$ cat config.mk
export PLATFORM = sky130hd
export DESIGN_NAME = pia_scan_ctrl
export DESIGN_NICKNAME = d
export VERILOG_FILES = /design/src/rtl/pia_scan_ctrl_pkg.sv /design/src/rtl/pia_scan_ctrl_debounce.sv /design/src/rtl/pia_scan_ctrl.sv
export SDC_FILE = /design/constraint.sdc
export NUM_CORES = 1
export LEC_CHECK = 0
export BUFFER_PORTS_ARGS = -buffer_cell sky130_fd_sc_hd__buf_2
export CORE_ASPECT_RATIO = 0.7
export CORE_MARGIN = 3
export CORE_UTILIZATION = 40
export CTS_BUF_LIST = sky130_fd_sc_hd__clkbuf_4 sky130_fd_sc_hd__clkbuf_8 sky130_fd_sc_hd__clkbuf_16
export CTS_CLUSTER_DIAMETER = 40
export DETAILED_ROUTE_END_ITERATION = 10
export MAX_ROUTING_LAYER = met4
export SLEW_MARGIN = 40
export SYNTH_ARGS = -nofsm -noshare
export SYNTH_HDL_FRONTEND = slang
export SYNTH_SLANG_ARGS = --single-unit
$ cat constraint.sdc
create_clock -name clk -period 1.8 [get_ports clk]
set_clock_uncertainty 0.1 [all_clocks]
set_input_delay 0.36 -clock clk [delete_from_list [all_inputs] [get_ports clk]]
set_output_delay 0.36 -clock clk [all_outputs]
set_load 0.01 [all_outputs]
$ cat src/rtl/pia_scan_ctrl_pkg.sv
// Shared types and constants for the PIA keyboard scanner.
// FSM states, PIA register map and row-decode helper.
package pia_scan_ctrl_pkg;

    typedef enum logic [3:0] {
        S_OFF,
        S_I_CRA0,
        S_I_DDRA,
        S_I_CRA4,
        S_I_CRB0,
        S_I_DDRB,
        S_I_CRB4,
        S_WAIT,
        S_DRIVE,
        S_SETTLE,
        S_READ,
        S_CAPT,
        S_EVAL
    } scan_state_t;

    localparam logic [1:0] PIA_ORA  = 2'd0;
    localparam logic [1:0] PIA_DDRA = 2'd0;
    localparam logic [1:0] PIA_CRA  = 2'd1;
    localparam logic [1:0] PIA_ORB  = 2'd2;
    localparam logic [1:0] PIA_DDRB = 2'd2;
    localparam logic [1:0] PIA_CRB  = 2'd3;
    localparam logic [7:0] CR_ORSEL = 8'h04;

    localparam int KEY_W = 6;

    // {found, index} of the lowest zero bit; rows are active low
    function automatic logic [3:0] low_zero(input logic [7:0] v);
        logic [3:0] r;
        r = 4'b0;
        for (int i = 7; i >= 0; i--) begin
            if (!v[i]) r = {1'b1, 3'(i)};
        end
        return r;
    endfunction

endpackage

$ cat src/rtl/pia_scan_ctrl_debounce.sv
// Frame-to-frame key debouncer and key report register.
// One report per press; a no-hit frame re-arms the report latch.
module scan_debounce
    import pia_scan_ctrl_pkg::*;
#(
    parameter int DEBOUNCE = 3
) (
    input  logic             clk,
    input  logic             reset,
    input  logic             eval,
    input  logic             hit,
    input  logic [KEY_W-1:0] code,
    input  logic             key_ack,
    output logic [KEY_W-1:0] key_code,
    output logic             key_valid,
    output logic             overrun
);

    localparam logic [7:0] DB_MAX = 8'(DEBOUNCE);

    logic [7:0]       stable;
    logic [7:0]       stable_nx;
    logic [KEY_W-1:0] prev;
    logic             latch;
    logic             qual;

    // next stable count and qualification for the frame being closed
    always_comb begin
        stable_nx = 8'd0;
        if (hit) begin
            if (stable != 8'd0 && code == prev)
                stable_nx = (stable >= DB_MAX) ? DB_MAX : stable + 8'd1;
            else
                stable_nx = 8'd1;
        end
        qual = eval && hit && (stable_nx == DB_MAX) && !latch;
    end

    // debounce state and the consumer-facing key register
    always_ff @(posedge clk) begin
        if (!reset) begin
            stable    <= 8'd0;
            prev      <= '0;
            latch     <= 1'b0;
            key_code  <= '0;
            key_valid <= 1'b0;
            overrun   <= 1'b0;
        end else begin
            if (eval) begin
                stable <= stable_nx;
                prev   <= code;
                if (!hit)
                    latch <= 1'b0;
                else if (qual)
                    latch <= 1'b1;
            end
            if (key_ack) begin
                key_valid <= 1'b0;
                overrun   <= 1'b0;
            end
            if (qual) begin
                if (!key_valid || key_ack) begin
                    key_code  <= code;
                    key_valid <= 1'b1;
                end else begin
                    overrun <= 1'b1;
                end
            end
        end
    end

endmodule

$ cat src/rtl/pia_scan_ctrl.sv
// 8x8 keyboard scanner sharing a PIA register port with a CPU.
// CPU always wins the port; a stalled scanner cycle repeats unchanged.
module pia_scan_ctrl
    import pia_scan_ctrl_pkg::*;
#(
    parameter int SCAN_DIV = 1000,
    parameter int SETTLE   = 4,
    parameter int DEBOUNCE = 3
) (
    input  logic             clk,
    input  logic             reset,
    input  logic             scan_en,
    input  logic             cpu_cs,
    input  logic             cpu_rw,
    input  logic [1:0]       cpu_addr,
    input  logic [7:0]       cpu_dataIn,
    output logic             pia_cs,
    output logic             pia_rw,
    output logic [1:0]       pia_addr,
    output logic [7:0]       pia_dataIn,
    input  logic [7:0]       pia_dataOut,
    output logic [KEY_W-1:0] key_code,
    output logic             key_valid,
    input  logic             key_ack,
    output logic             overrun
);

    scan_state_t      state;
    scan_state_t      state_nx;
    logic [15:0]      cnt;
    logic [2:0]       col;
    logic             hit;
    logic [KEY_W-1:0] cand;
    logic             scan_en_q;
    logic             s_cs;
    logic             s_rw;
    logic [1:0]       s_addr;
    logic [7:0]       s_data;
    logic             adv;
    logic             div_done;
    logic             set_done;
    logic             eval;
    logic [3:0]       rz;

    assign adv      = !cpu_cs;
    assign div_done = (cnt == 16'(SCAN_DIV - 1));
    assign set_done = (cnt == 16'(SETTLE - 1));
    assign rz       = low_zero(pia_dataOut);
    assign eval     = (state == S_EVAL) && adv && scan_en;

    // state register
    always_ff @(posedge clk) begin
        if (!reset) state <= S_OFF;
        else        state <= state_nx;
    end

    // next state and the scanner's bus request for this clock
    always_comb begin
        state_nx = state;
        s_cs     = 1'b0;
        s_rw     = 1'b1;
        s_addr   = 2'd0;
        s_data   = 8'h00;
        unique case (state)
            S_OFF: begin
                if (scan_en && !scan_en_q) state_nx = S_I_CRA0;
            end
            S_I_CRA0: begin
                s_cs = 1'b1; s_rw = 1'b0;
                s_addr = PIA_CRA; s_data = 8'h00;
                if (adv) state_nx = S_I_DDRA;
            end
            S_I_DDRA: begin
                s_cs = 1'b1; s_rw = 1'b0;
                s_addr = PIA_DDRA; s_data = 8'hFF;
                if (adv) state_nx = S_I_CRA4;
            end
            S_I_CRA4: begin
                s_cs = 1'b1; s_rw = 1'b0;
                s_addr = PIA_CRA; s_data = CR_ORSEL;
                if (adv) state_nx = S_I_CRB0;
            end
            S_I_CRB0: begin
                s_cs = 1'b1; s_rw = 1'b0;
                s_addr = PIA_CRB; s_data = 8'h00;
                if (adv) state_nx = S_I_DDRB;
            end
            S_I_DDRB: begin
                s_cs = 1'b1; s_rw = 1'b0;
                s_addr = PIA_DDRB; s_data = 8'h00;
                if (adv) state_nx = S_I_CRB4;
            end
            S_I_CRB4: begin
                s_cs = 1'b1; s_rw = 1'b0;
                s_addr = PIA_CRB; s_data = CR_ORSEL;
                if (adv) state_nx = S_WAIT;
            end
            S_WAIT: begin
                if (adv && div_done) state_nx = S_DRIVE;
            end
            S_DRIVE: begin
                s_cs = 1'b1; s_rw = 1'b0;
                s_addr = PIA_ORA; s_data = ~(8'd1 << col);
                if (adv) state_nx = S_SETTLE;
            end
            S_SETTLE: begin
                if (adv && set_done) state_nx = S_READ;
            end
            S_READ: begin
                s_cs = 1'b1; s_rw = 1'b1;
                s_addr = PIA_ORB;
                if (adv) state_nx = S_CAPT;
            end
            S_CAPT: begin
                state_nx = (col == 3'd7) ? S_EVAL : S_WAIT;
            end
            S_EVAL: begin
                if (adv) state_nx = S_WAIT;
            end
            default: state_nx = S_OFF;
        endcase
        if (!scan_en) state_nx = S_OFF;
    end

    // column, delay counter and per-frame candidate tracking
    always_ff @(posedge clk) begin
        if (!reset) begin
            cnt       <= 16'd0;
            col       <= 3'd0;
            hit       <= 1'b0;
            cand      <= '0;
            scan_en_q <= 1'b0;
        end else begin
            scan_en_q <= scan_en;
            if (!scan_en) begin
                cnt <= 16'd0;
                col <= 3'd0;
                hit <= 1'b0;
            end else begin
                case (state)
                    S_WAIT: begin
                        if (adv) cnt <= div_done ? 16'd0 : cnt + 16'd1;
                    end
                    S_SETTLE: begin
                        if (adv) cnt <= set_done ? 16'd0 : cnt + 16'd1;
                    end
                    S_CAPT: begin
                        if (!hit && rz[3]) begin
                            hit  <= 1'b1;
                            cand <= {col, rz[2:0]};
                        end
                        if (col != 3'd7) col <= col + 3'd1;
                    end
                    S_EVAL: begin
                        if (adv) begin
                            col <= 3'd0;
                            hit <= 1'b0;
                        end
                    end
                    default: ;
                endcase
            end
        end
    end

    // port mux: CPU first, then scanner, else idle read
    always_comb begin
        pia_cs     = 1'b0;
        pia_rw     = 1'b1;
        pia_addr   = 2'd0;
        pia_dataIn = 8'h00;
        if (cpu_cs) begin
            pia_cs     = 1'b1;
            pia_rw     = cpu_rw;
            pia_addr   = cpu_addr;
            pia_dataIn = cpu_dataIn;
        end else if (reset && s_cs) begin
            pia_cs     = 1'b1;
            pia_rw     = s_rw;
            pia_addr   = s_addr;
            pia_dataIn = s_data;
        end
    end

    scan_debounce #(
        .DEBOUNCE (DEBOUNCE)
    ) u_debounce (
        .clk       (clk),
        .reset     (reset),
        .eval      (eval),
        .hit       (hit),
        .code      (cand),
        .key_ack   (key_ack),
        .key_code  (key_code),
        .key_valid (key_valid),
        .overrun   (overrun)
    );

endmodule

==> impl_metrics.tcl <==
set metrics [dict create \
    final_hold_viol_count 0 \
    wl_per_cell_um 15.26 \
    ys_ff_latch 54 \
    drt-initial-drc-count 141 \
    status "finished, violations left" \
    place.gp.congestion 0.8420 \
    crit_path_start "state[0]$_SDFFE_PN0P_" \
    path_max_fanout 3 \
    grt_pass1_vias 3012 \
    cts.sinks 54 \
    syn_inst 376 \
    dp_hpwl_um 6046 \
    ys_warn_count 0 \
    die_area_um2 8720 \
    top_usage_layer "met2" \
    viasPerCell 5.412 \
    power_uw 2117 \
    area_growth_pct 48.07 \
    clock_latency_ps 320 \
    violations "setup timing" \
    clkTransAtPathRegs_ps 110 \
    crit_arrival_ps 1650 \
    fp.dieH_um 79.04 \
    grt_antenna_before_repair 0 \
    yosysTopAreaCellShare_pct 35.47 \
    route.detailed.drc 0 \
    setup_viol 49 \
    drive_gt1_share_pct 42.56 \
    portBuffers 43 \
    grt_pass1_wl_um 14340 \
    diodes 0 \
    gr-usage-met3_pct 4.143 \
    r2r_start "state[1]$_SDFFE_PN0P_" \
    fin_ws_ps -307.3 \
    yosysMostFrequentCell "dfxtp_1" \
    tritoncts "yes" \
    syn_area_um2 3048 \
    rows 25 \
    grt_use_met1_pct 29.34 \
    synth_seq_area_share_pct 35.47 \
    grt_usage_pct 21.00 \
    leakagePower_uw 0.001791 \
    hold-worst-slack_ps 107.1 \
    yosys.cell_types.count 58 \
    die_x_um 110.3 \
    clock_path_buffers 2 \
    synth_fp_nets 409 \
    async_flop_share_pct 0 \
    min_period_ps 2107 \
    layout_worst_path_cycle_share_pct 117.1 \
    hold_class "in2reg" \
    synth_largest_area_cell "dfxtp_1" \
    synth_common_cells "54 x dfxtp_1, 40 x nand2_1, 40 x nor2_1, 33 x a21oi_1, 18 x o21ai_0" \
    critPathRequiredTime_ps 1340 \
    cp-end-kind "primary output" \
    cts_max_level 2 \
    crit_type "reg2out" \
    relSlewSlack_pct 71.86 \
    maxSlewViolCount 0 \
    grt_max_degree 23 \
    rsz0062_at_grt "true" \
    ir_drop_mv 0.3541 \
    ys.flop_type "dfxtp_1" \
    via_count 3128 \
    p_per_area_nw_per_um2 469.0 \
    placed_area_um2 3801 \
    ant_nets 0 \
    fmax_mhz 474.5 \
    num-nets-final 516 \
    maxCapViolCount 0 \
    finalInstanceArea_um2 4513 \
    grt-ovfl-total 0 \
    synth_edf_count 0 \
    io_pins 44 \
    design.core.area_um2 7069 \
    routed_wl_um 8818 \
    met2_usage_pct 31.36 \
    avgSynthCellArea_um2 8.106 \
    cts_hold_buffers 0 \
    tightestPinTransition_ps 418.7 \
    min_from "key_ack" \
    firstDrtPassIters 4 \
    cts_inserted_buffers 5 \
    start_util_pct 43.12 \
    crit_path_start_kind "register" \
    root_buffer "clkbuf_8" \
    synthTopCellsByArea "dfxtp_1 35%, a21oi_1 5.4%, nand2_1 4.9%" \
    finalSetupTns_ps -7129 \
]
[cells in the final DEF, fill, tap and decap left out, drive strengths merged, types with 3 or more instances in the layout]
| master | instances |
|---|---|
| o21ai | 19 |
| buf | 119 |
| nand3 | 17 |
| a21oi | 34 |
| inv | 14 |
| nor2b | 4 |
| nand2 | 40 |
| o31ai | 7 |
| nand4b | 3 |
| dfxtp | 54 |
| clkbuf | 5 |
| xnor2 | 13 |
| or3 | 4 |
| nor2 | 40 |
| ha | 9 |
| nand2b | 9 |
| nor4 | 3 |
| and3 | 8 |
| nor3 | 7 |
| xor2 | 5 |
| mux2i | 14 |
| nand4 | 9 |
| a31oi | 4 |
| and4 | 5 |
[kinds of logic after synthesis]
kind of cell | share of synthesized area [%]
adders and majority gates | 3.695
DFF | 35.47
muxes | 4.598
and+or+nand+nor | 27.71
xor gates and xnor gates | 5.172
buffers and inverters | 4.187
AOI/OAI and AO/OA | 19.17
[worst max-delay path, cell delays in order (launching register included)]
cell	delay, ps
dfxtp_4	370
or2_1	230
or3_4	360
a41o_1	210
buf_2	140
[worst paths after layout]
kind	to	slack, ps	cells past startpoint
worst max-delay path	pia_cs	-310	4
worst min-delay path	u_debounce.overrun$_SDFF_PN0_	110	2
worst max register to register	cnt[14]$_SDFFE_PN0P_	-220	6
worst min register to register	u_debounce.key_code[5]$_SDFFE_PN0P_	380	2
[flip-flops by register name, summed over array words and instances (netlist names)]
| register | cells |
|---|---|
| cand | 6 |
| u_debounce.key_valid | 1 |
| u_debounce.overrun | 1 |
| u_debounce.prev | 6 |
| cnt | 16 |
| scan_en_q | 1 |
| hit | 1 |
| col | 3 |
| u_debounce.key_code | 6 |
| u_debounce.latch | 1 |
| state | 4 |
| u_debounce.stable | 8 |
[repair_timing]
item | CTS | global route
gates cloned | 1 | 0
pin swaps | 29 | 22
endpoints found under the setup margin | 43 | 52
buffers inserted | 14 | 6
resized for setup | 66 | 52
[stage by stage]
stage	setup slack [ps]	instances	utilization, %
CTS	-283.9	572	60.02
global placement	-122.9	550	53.77
finish	-307.3	578	63.84
floorplan	-116.9	376	-
global route	-336.2	578	63.84
detailed placement	-155.0	550	53.77
[metal layers]
| metal | up-vias | wire length (um) |
|---|---|---|
| li1 | 1570 | - |
| met1 | 1474 | 4412 |
| met2 | 72 | 3888 |
| met3 | 12 | 398 |
| met4 | 0 | 119 |
| met5 | - | 0 |
[power breakdown]
| group | internal, uW | switching, uW |
|---|---|---|
| Clock | 288 | 451 |
| Combinational | 81.8 | 105 |
| Sequential | 1190 | 1.33 |
[cell type report]
cell class                 instances  area [um^2]
fill                             638         2556
multi-input combinational        291         2263
sequential                        54         1104
timing repair buffer             119        888.4
tap                               94        117.6
clock buffer                       5        68.82
inverter                          12        45.04
clock inverter                     3        26.28
(Power assumes the default switching activity.)
